<file path="config.mk">
export PLATFORM = sky130hd
export DESIGN_NAME = imm_decode_stage
export DESIGN_NICKNAME = d
export VERILOG_FILES = /design/src/rtl/id_pkg.sv /design/src/rtl/imm_ctrl_decode.sv /design/src/rtl/imm_decode_stage.sv
export SDC_FILE = /design/constraint.sdc
export NUM_CORES = 1
export LEC_CHECK = 0
export ABC_AREA = 1
export BUFFER_PORTS_ARGS = -buffer_cell sky130_fd_sc_hd__buf_2
export CORE_MARGIN = 4
export CORE_UTILIZATION = 49
export DETAILED_ROUTE_END_ITERATION = 6
export PLACE_DENSITY_LB_ADDON = 0.15
export SKIP_LAST_GASP = 1
export SYNTH_ARGS = -nofsm -noshare
export SYNTH_HDL_FRONTEND = slang
export SYNTH_SLANG_ARGS = --single-unit
</file>
<file path="constraint.sdc">
create_clock -name clk -period 1.2 [get_ports clk]
set_clock_uncertainty 0.05 [all_clocks]
set_input_delay 0.06 -clock clk [delete_from_list [all_inputs] [get_ports clk]]
set_output_delay 0.06 -clock clk [all_outputs]
set_load 0.005 [all_outputs]
</file>
<file path="src/rtl/id_pkg.sv">
// id_pkg: shared opcode constants, FSM state encoding and decoded-entry layout for the ID stage.
package id_pkg;
    localparam int OP_W  = 6;
    localparam int REG_W = 5;
    localparam int IMM_W = 16;

    localparam logic [OP_W-1:0] OPC_RTYPE = 6'b000000;
    localparam logic [OP_W-1:0] OPC_ADDI  = 6'b001000;
    localparam logic [OP_W-1:0] OPC_ADDIU = 6'b001001;
    localparam logic [OP_W-1:0] OPC_SLTI  = 6'b001010;
    localparam logic [OP_W-1:0] OPC_SLTIU = 6'b001011;
    localparam logic [OP_W-1:0] OPC_ANDI  = 6'b001100;
    localparam logic [OP_W-1:0] OPC_ORI   = 6'b001101;
    localparam logic [OP_W-1:0] OPC_XORI  = 6'b001110;
    localparam logic [OP_W-1:0] OPC_LUI   = 6'b001111;
    localparam logic [OP_W-1:0] OPC_LW    = 6'b100011;
    localparam logic [OP_W-1:0] OPC_SW    = 6'b101011;
    localparam logic [OP_W-1:0] OPC_BEQ   = 6'b000100;
    localparam logic [OP_W-1:0] OPC_BNE   = 6'b000101;

    typedef enum logic [1:0] {
        ST_EMPTY = 2'd0,
        ST_ONE   = 2'd1,
        ST_FULL  = 2'd2
    } state_e;

    typedef struct packed {
        logic [OP_W-1:0]  opcode;
        logic [REG_W-1:0] rs;
        logic [REG_W-1:0] rt;
        logic [IMM_W-1:0] imm;
        logic             u;
        logic             is_imm;
        logic             illegal;
    } entry_t;
endpackage

</file>
<file path="src/rtl/imm_ctrl_decode.sv">
// imm_ctrl_decode: combinational instruction field split plus immediate-form and extension-mode decode.
module imm_ctrl_decode
    import id_pkg::*;
(
    input  logic [31:0]      instr,
    output logic [OP_W-1:0]  opcode,
    output logic [REG_W-1:0] rs,
    output logic [REG_W-1:0] rt,
    output logic [IMM_W-1:0] immOut,
    output logic             U,
    output logic             isImm,
    output logic             illegal
);
    logic zext, sext;

    assign opcode  = instr[31:26];
    assign rs      = instr[25:21];
    assign rt      = instr[20:16];
    assign zext    = opcode inside {OPC_ANDI, OPC_ORI, OPC_XORI, OPC_LUI};
    assign sext    = opcode inside {OPC_ADDI, OPC_ADDIU, OPC_SLTI, OPC_SLTIU,
                                    OPC_LW, OPC_SW, OPC_BEQ, OPC_BNE};
    assign isImm   = zext | sext;
    assign U       = zext;
    assign illegal = !isImm && opcode != OPC_RTYPE;
    assign immOut  = isImm ? instr[IMM_W-1:0] : '0;
endmodule

</file>
<file path="src/rtl/imm_decode_stage.sv">
// imm_decode_stage: ID-stage register with 2-entry skid buffer feeding the immediate extension unit.
module imm_decode_stage
    import id_pkg::*;
#(
    parameter int M = 32,
    parameter int N = 16
) (
    input  logic             clk,
    input  logic             rst,
    input  logic             flush,
    input  logic             in_valid,
    output logic             in_ready,
    input  logic [M-1:0]     instr,
    output logic             out_valid,
    input  logic             out_ready,
    output logic [OP_W-1:0]  opcode,
    output logic [REG_W-1:0] rs,
    output logic [REG_W-1:0] rt,
    output logic [N-1:0]     immOut,
    output logic             U,
    output logic             isImm,
    output logic             illegal
);
    state_e state_q, state_d;
    entry_t main_q, main_d, skid_q, skid_d, dec;
    logic   in_ready_q, in_ready_d;
    logic   accept, drain;

    imm_ctrl_decode u_dec (
        .instr   (instr),
        .opcode  (dec.opcode),
        .rs      (dec.rs),
        .rt      (dec.rt),
        .immOut  (dec.imm),
        .U       (dec.u),
        .isImm   (dec.is_imm),
        .illegal (dec.illegal)
    );

    assign out_valid = state_q != ST_EMPTY;
    assign in_ready  = in_ready_q;
    assign accept    = in_valid & in_ready_q;
    assign drain     = out_valid & out_ready;

    always_comb begin
        state_d = state_q;
        main_d  = main_q;
        skid_d  = skid_q;
        if (flush) begin
            state_d = ST_EMPTY;
            main_d  = '0;
            skid_d  = '0;
        end else begin
            unique case (state_q)
                ST_EMPTY: if (accept) begin
                    main_d  = dec;
                    state_d = ST_ONE;
                end
                ST_ONE: if (accept && drain) begin
                    main_d  = dec;
                end else if (accept) begin
                    skid_d  = dec;
                    state_d = ST_FULL;
                end else if (drain) begin
                    state_d = ST_EMPTY;
                end
                ST_FULL: if (drain) begin
                    main_d  = skid_q;
                    state_d = ST_ONE;
                end
                default: state_d = ST_EMPTY;
            endcase
        end
        // ready follows the state being entered so upstream sees it on the same edge
        in_ready_d = state_d != ST_FULL;
    end

    always_ff @(posedge clk) begin
        if (rst) begin
            state_q    <= ST_EMPTY;
            main_q     <= '0;
            skid_q     <= '0;
            in_ready_q <= 1'b1;
        end else begin
            state_q    <= state_d;
            main_q     <= main_d;
            skid_q     <= skid_d;
            in_ready_q <= in_ready_d;
        end
    end

    assign opcode  = main_q.opcode;
    assign rs      = main_q.rs;
    assign rt      = main_q.rt;
    assign immOut  = main_q.imm;
    assign U       = main_q.u;
    assign isImm   = main_q.is_imm;
    assign illegal = main_q.illegal;
endmodule

</file>
==> impl_metrics.env <==
export IMPL_syn_instance_count=497
export IMPL_layout_setup_ws_ns=-0.124
export IMPL_fp_row_count=29
export IMPL_first_global_vias=3111
export IMPL_power_frac_comb_pct=14.5
export IMPL_status="finished with violations"
export IMPL_start_util_pct=51.7
export IMPL_gr_usage_all_layers_pct=20.1
export IMPL_avgRoutedWirePerCell_um=12.7
export IMPL_switching_power_w=0.00127
export IMPL_p_int_w=0.00358
export IMPL_syn_to_final_growth_pct=42.7
export IMPL_cts_tree="built"
export IMPL_crit_path_end_kind="flip-flop"
export IMPL_tightest_slew_ns=0.270
export IMPL_die_x_um=90.8
export IMPL_cts_root_buf="clkbuf_8"
export IMPL_drt_iter0_markers=193
export IMPL_drive_gt1_share_pct=30.9
export IMPL_grt_overflow_total=0
export IMPL_synth_edff_count=0
export IMPL_die_h_um=90.8
export IMPL_maxCapViolations=0
export IMPL_grt_pass1_wl_mm=13.8
export IMPL_slew_viol_final=0
export IMPL_synth_async_sr_flop_share_pct=0
export IMPL_clkPwrFrac_pct=33.9
export IMPL_clockBufferDepth=2
export IMPL_antenna_found_initial=0
export IMPL_dpl_cell_area_um2=3870
export IMPL_detail_route_antenna_nets=0
export IMPL_slowest_stage="dfxtp_2"
export IMPL_power_w=0.00484
export IMPL_synthFlopType="dfxtp_1"
export IMPL_cts_sinks=73
export IMPL_hp_class="in2reg"
export IMPL_post_route_drc_count=0
export IMPL_htreeDepth=3
export IMPL_crit_type="reg2reg"
export IMPL_avgSynthCellArea_um2=6.76
export IMPL_reg2reg_setup_slack_ns=-0.12
export IMPL_worstPathMaxFanout=6
export IMPL_seqPwrFrac_pct=51.7
export IMPL_worstPathCellList="nand2_4 -> nor2_4 -> nand3_4 -> buf_6 -> buf_12 -> o21ai_0 -> nor2_1"
export IMPL_grt_max_degree=31
export IMPL_core_um2=6490
export IMPL_period_needed_ns=1.32
export IMPL_final_cell_area_um2=4790
export IMPL_post_place_cells=642
export IMPL_peakVddDrop_uv=564
export IMPL_cp_slowest_stage_delay_ns=0.36
export IMPL_hold_viol=0
export IMPL_p_leak_nw=2.15
export IMPL_die_area_um2=8240
export IMPL_synth_cell_types=20
export IMPL_firstDrtPassIters=5
export IMPL_gp_congestion=0.786
export IMPL_routed_via_count=3456
export IMPL_synth_seq_cells=73
export IMPL_dp_hpwl_mm=5.26
export IMPL_powerDensity_nw_per_um2=1010
export IMPL_yosysSeqAreaShare_pct=43.5
export IMPL_insertedDiodeCount=0
export IMPL_fin_crit_sh_pct=110
export IMPL_start_kind="flip-flop"
export IMPL_worstPathArrival_ns=1.49
export IMPL_cts_buffers=9
export IMPL_critPathRequiredTime_ns=1.37
export IMPL_nFillCells=510
export IMPL_syn_area_um2=3360
export IMPL_max_slew_margin_rel_pct=82.0
export IMPL_finalNonFillerCells=696
export IMPL_port_buffers=73
export IMPL_post_place_ws_ns=-0.0919
export IMPL_routed_wl_mm=8.81
export IMPL_rsz0062_at_grt="yes"
export IMPL_setup_viol=65
export IMPL_violations="setup timing"
export IMPL_ios=74
export IMPL_nets=652
export IMPL_synth_nets=534
export IMPL_max_freq_mhz=755
export IMPL_clkLatencyLatePin_ns=0.34
export IMPL_p_sw_share_pct=26.1
export IMPL_viasPerCell=4.97
export IMPL_yosysWarningCount=0
export IMPL_path_clk_slew_ns=0.08
export IMPL_tns_ns=-3.48
## metal layers
layer / part of all wire [%] / track usage [%]
met4: 1.6 / 8.17
met1: 44 / 25.3
met5: 0 / 0
met2: 49 / 34.0
met3: 4.8 / 3.42
## worst max-delay path: cells and delay by family, from the launching register on
kind,cells,cell delay (ns)
simple gates,4,0.34
flops,1,0.36
buf+inv,2,0.29
compound gates,1,0.17
## timing repair
item	in CTS	in global routing
hold buffers	28	1
setup endpoints to repair	69	73
setup buffers	0	5
cloned	1	5
gates resized for setup	21	83
pin swaps	0	10
endpoints found under the hold margin	45	1
## stage by stage
step	hold slack (ns)	utilization, %
after global placement	0.271	59.6
after floorplan	0.148	-
after CTS	0.00721	67.8
after global routing	0.0146	73.8
final	0.0107	73.8
after detailed placement	0.272	59.6
## power groups by stage
stage,registers (W),clock network (W),logic [W]
2_1_floorplan,0.00256,0,0.000329
3_3_place_gp,0.00256,0,0.000534
3_5_place_dp,0.00256,0,0.000543
4_1_cts,0.00250,0.00168,0.000631
5_1_grt,0.00251,0.00180,0.000784
6_report,0.00250,0.00164,0.000702
## worst paths after layout
check	startpoint	endpoint	cells after the start
max	in_ready	skid_q[2]	7
max reg2reg	in_ready	skid_q[2]	7
min	instr[28]	skid_q[31]	3
min reg2reg	skid_q[22]	skid_q[22]	2
## final cells by class
class | count | area [um^2] | area share, %
clock inverter | 4 | 20.0 | 0.418
multi-input combinational | 329 | 1680 | 35.0
inverter | 67 | 267 | 5.56
tap | 77 | 96.3 | 2.01
timing repair buffer | 135 | 1120 | 23.4
clock buffer | 11 | 141 | 2.95
sequential | 73 | 1470 | 30.6
## synthesized netlist by cell type (2+ instances only)
cell,number,area [um^2]
clkbuf_1,8,30.0
inv_1,62,233
buf_2,9,45.0
nand4_1,2,12.5
buf_4,7,52.6
o21ai_0,34,170
nand2_1,149,559
nand2_2,5,31.3
inv_2,3,11.3
nand3_1,20,100
a21oi_1,59,295
nor2_1,47,176
dfxtp_1,73,1460
a21oi_2,10,87.6
buf_6,4,45.0
## state kept, by name (all words and copies together), names as in the netlist
register / count
U: 1
state_q: 2
isImm: 1
in_ready: 1
rs: 5
skid_q: 35
illegal: 1
opcode: 6
rt: 5
immOut: 16
## cell usage in the layout, fill, tap and decap left out, types with 4 or more instances in the layout
| cell | Yosys | routed |
|---|---|---|
| clkbuf_8 | 0 | 10 |
| buf_8 | 0 | 5 |
| a21oi_1 | 59 | 42 |
| nand2_2 | 5 | 18 |
| nand2_4 | 0 | 5 |
| buf_12 | 0 | 5 |
| clkinv_2 | 0 | 4 |
| clkbuf_16 | 0 | 4 |
| buf_2 | 9 | 72 |
| nand2_1 | 149 | 131 |
| nor2_1 | 47 | 46 |
| dfxtp_1 | 73 | 70 |
| dlygate4sd3_1 | 0 | 29 |
| inv_1 | 62 | 62 |
| o21ai_1 | 0 | 5 |
| o21ai_0 | 34 | 19 |
| a21oi_2 | 10 | 27 |
| buf_4 | 7 | 12 |
| buf_6 | 4 | 7 |
| nand3_1 | 20 | 20 |
| o21ai_2 | 0 | 7 |
## cells by family (layout without fill, tap and decap cells)
logic type / after synthesis / count (layout) / synth area share [%]
DFF: 73 / 73 / 43.5
and+or+nand+nor: 226 / 226 / 27.3
buffers and inverters: 95 / 217 / 12.7
AOI/OAI and AO/OA: 103 / 103 / 16.5
Power figures use the tool's default switching activity.
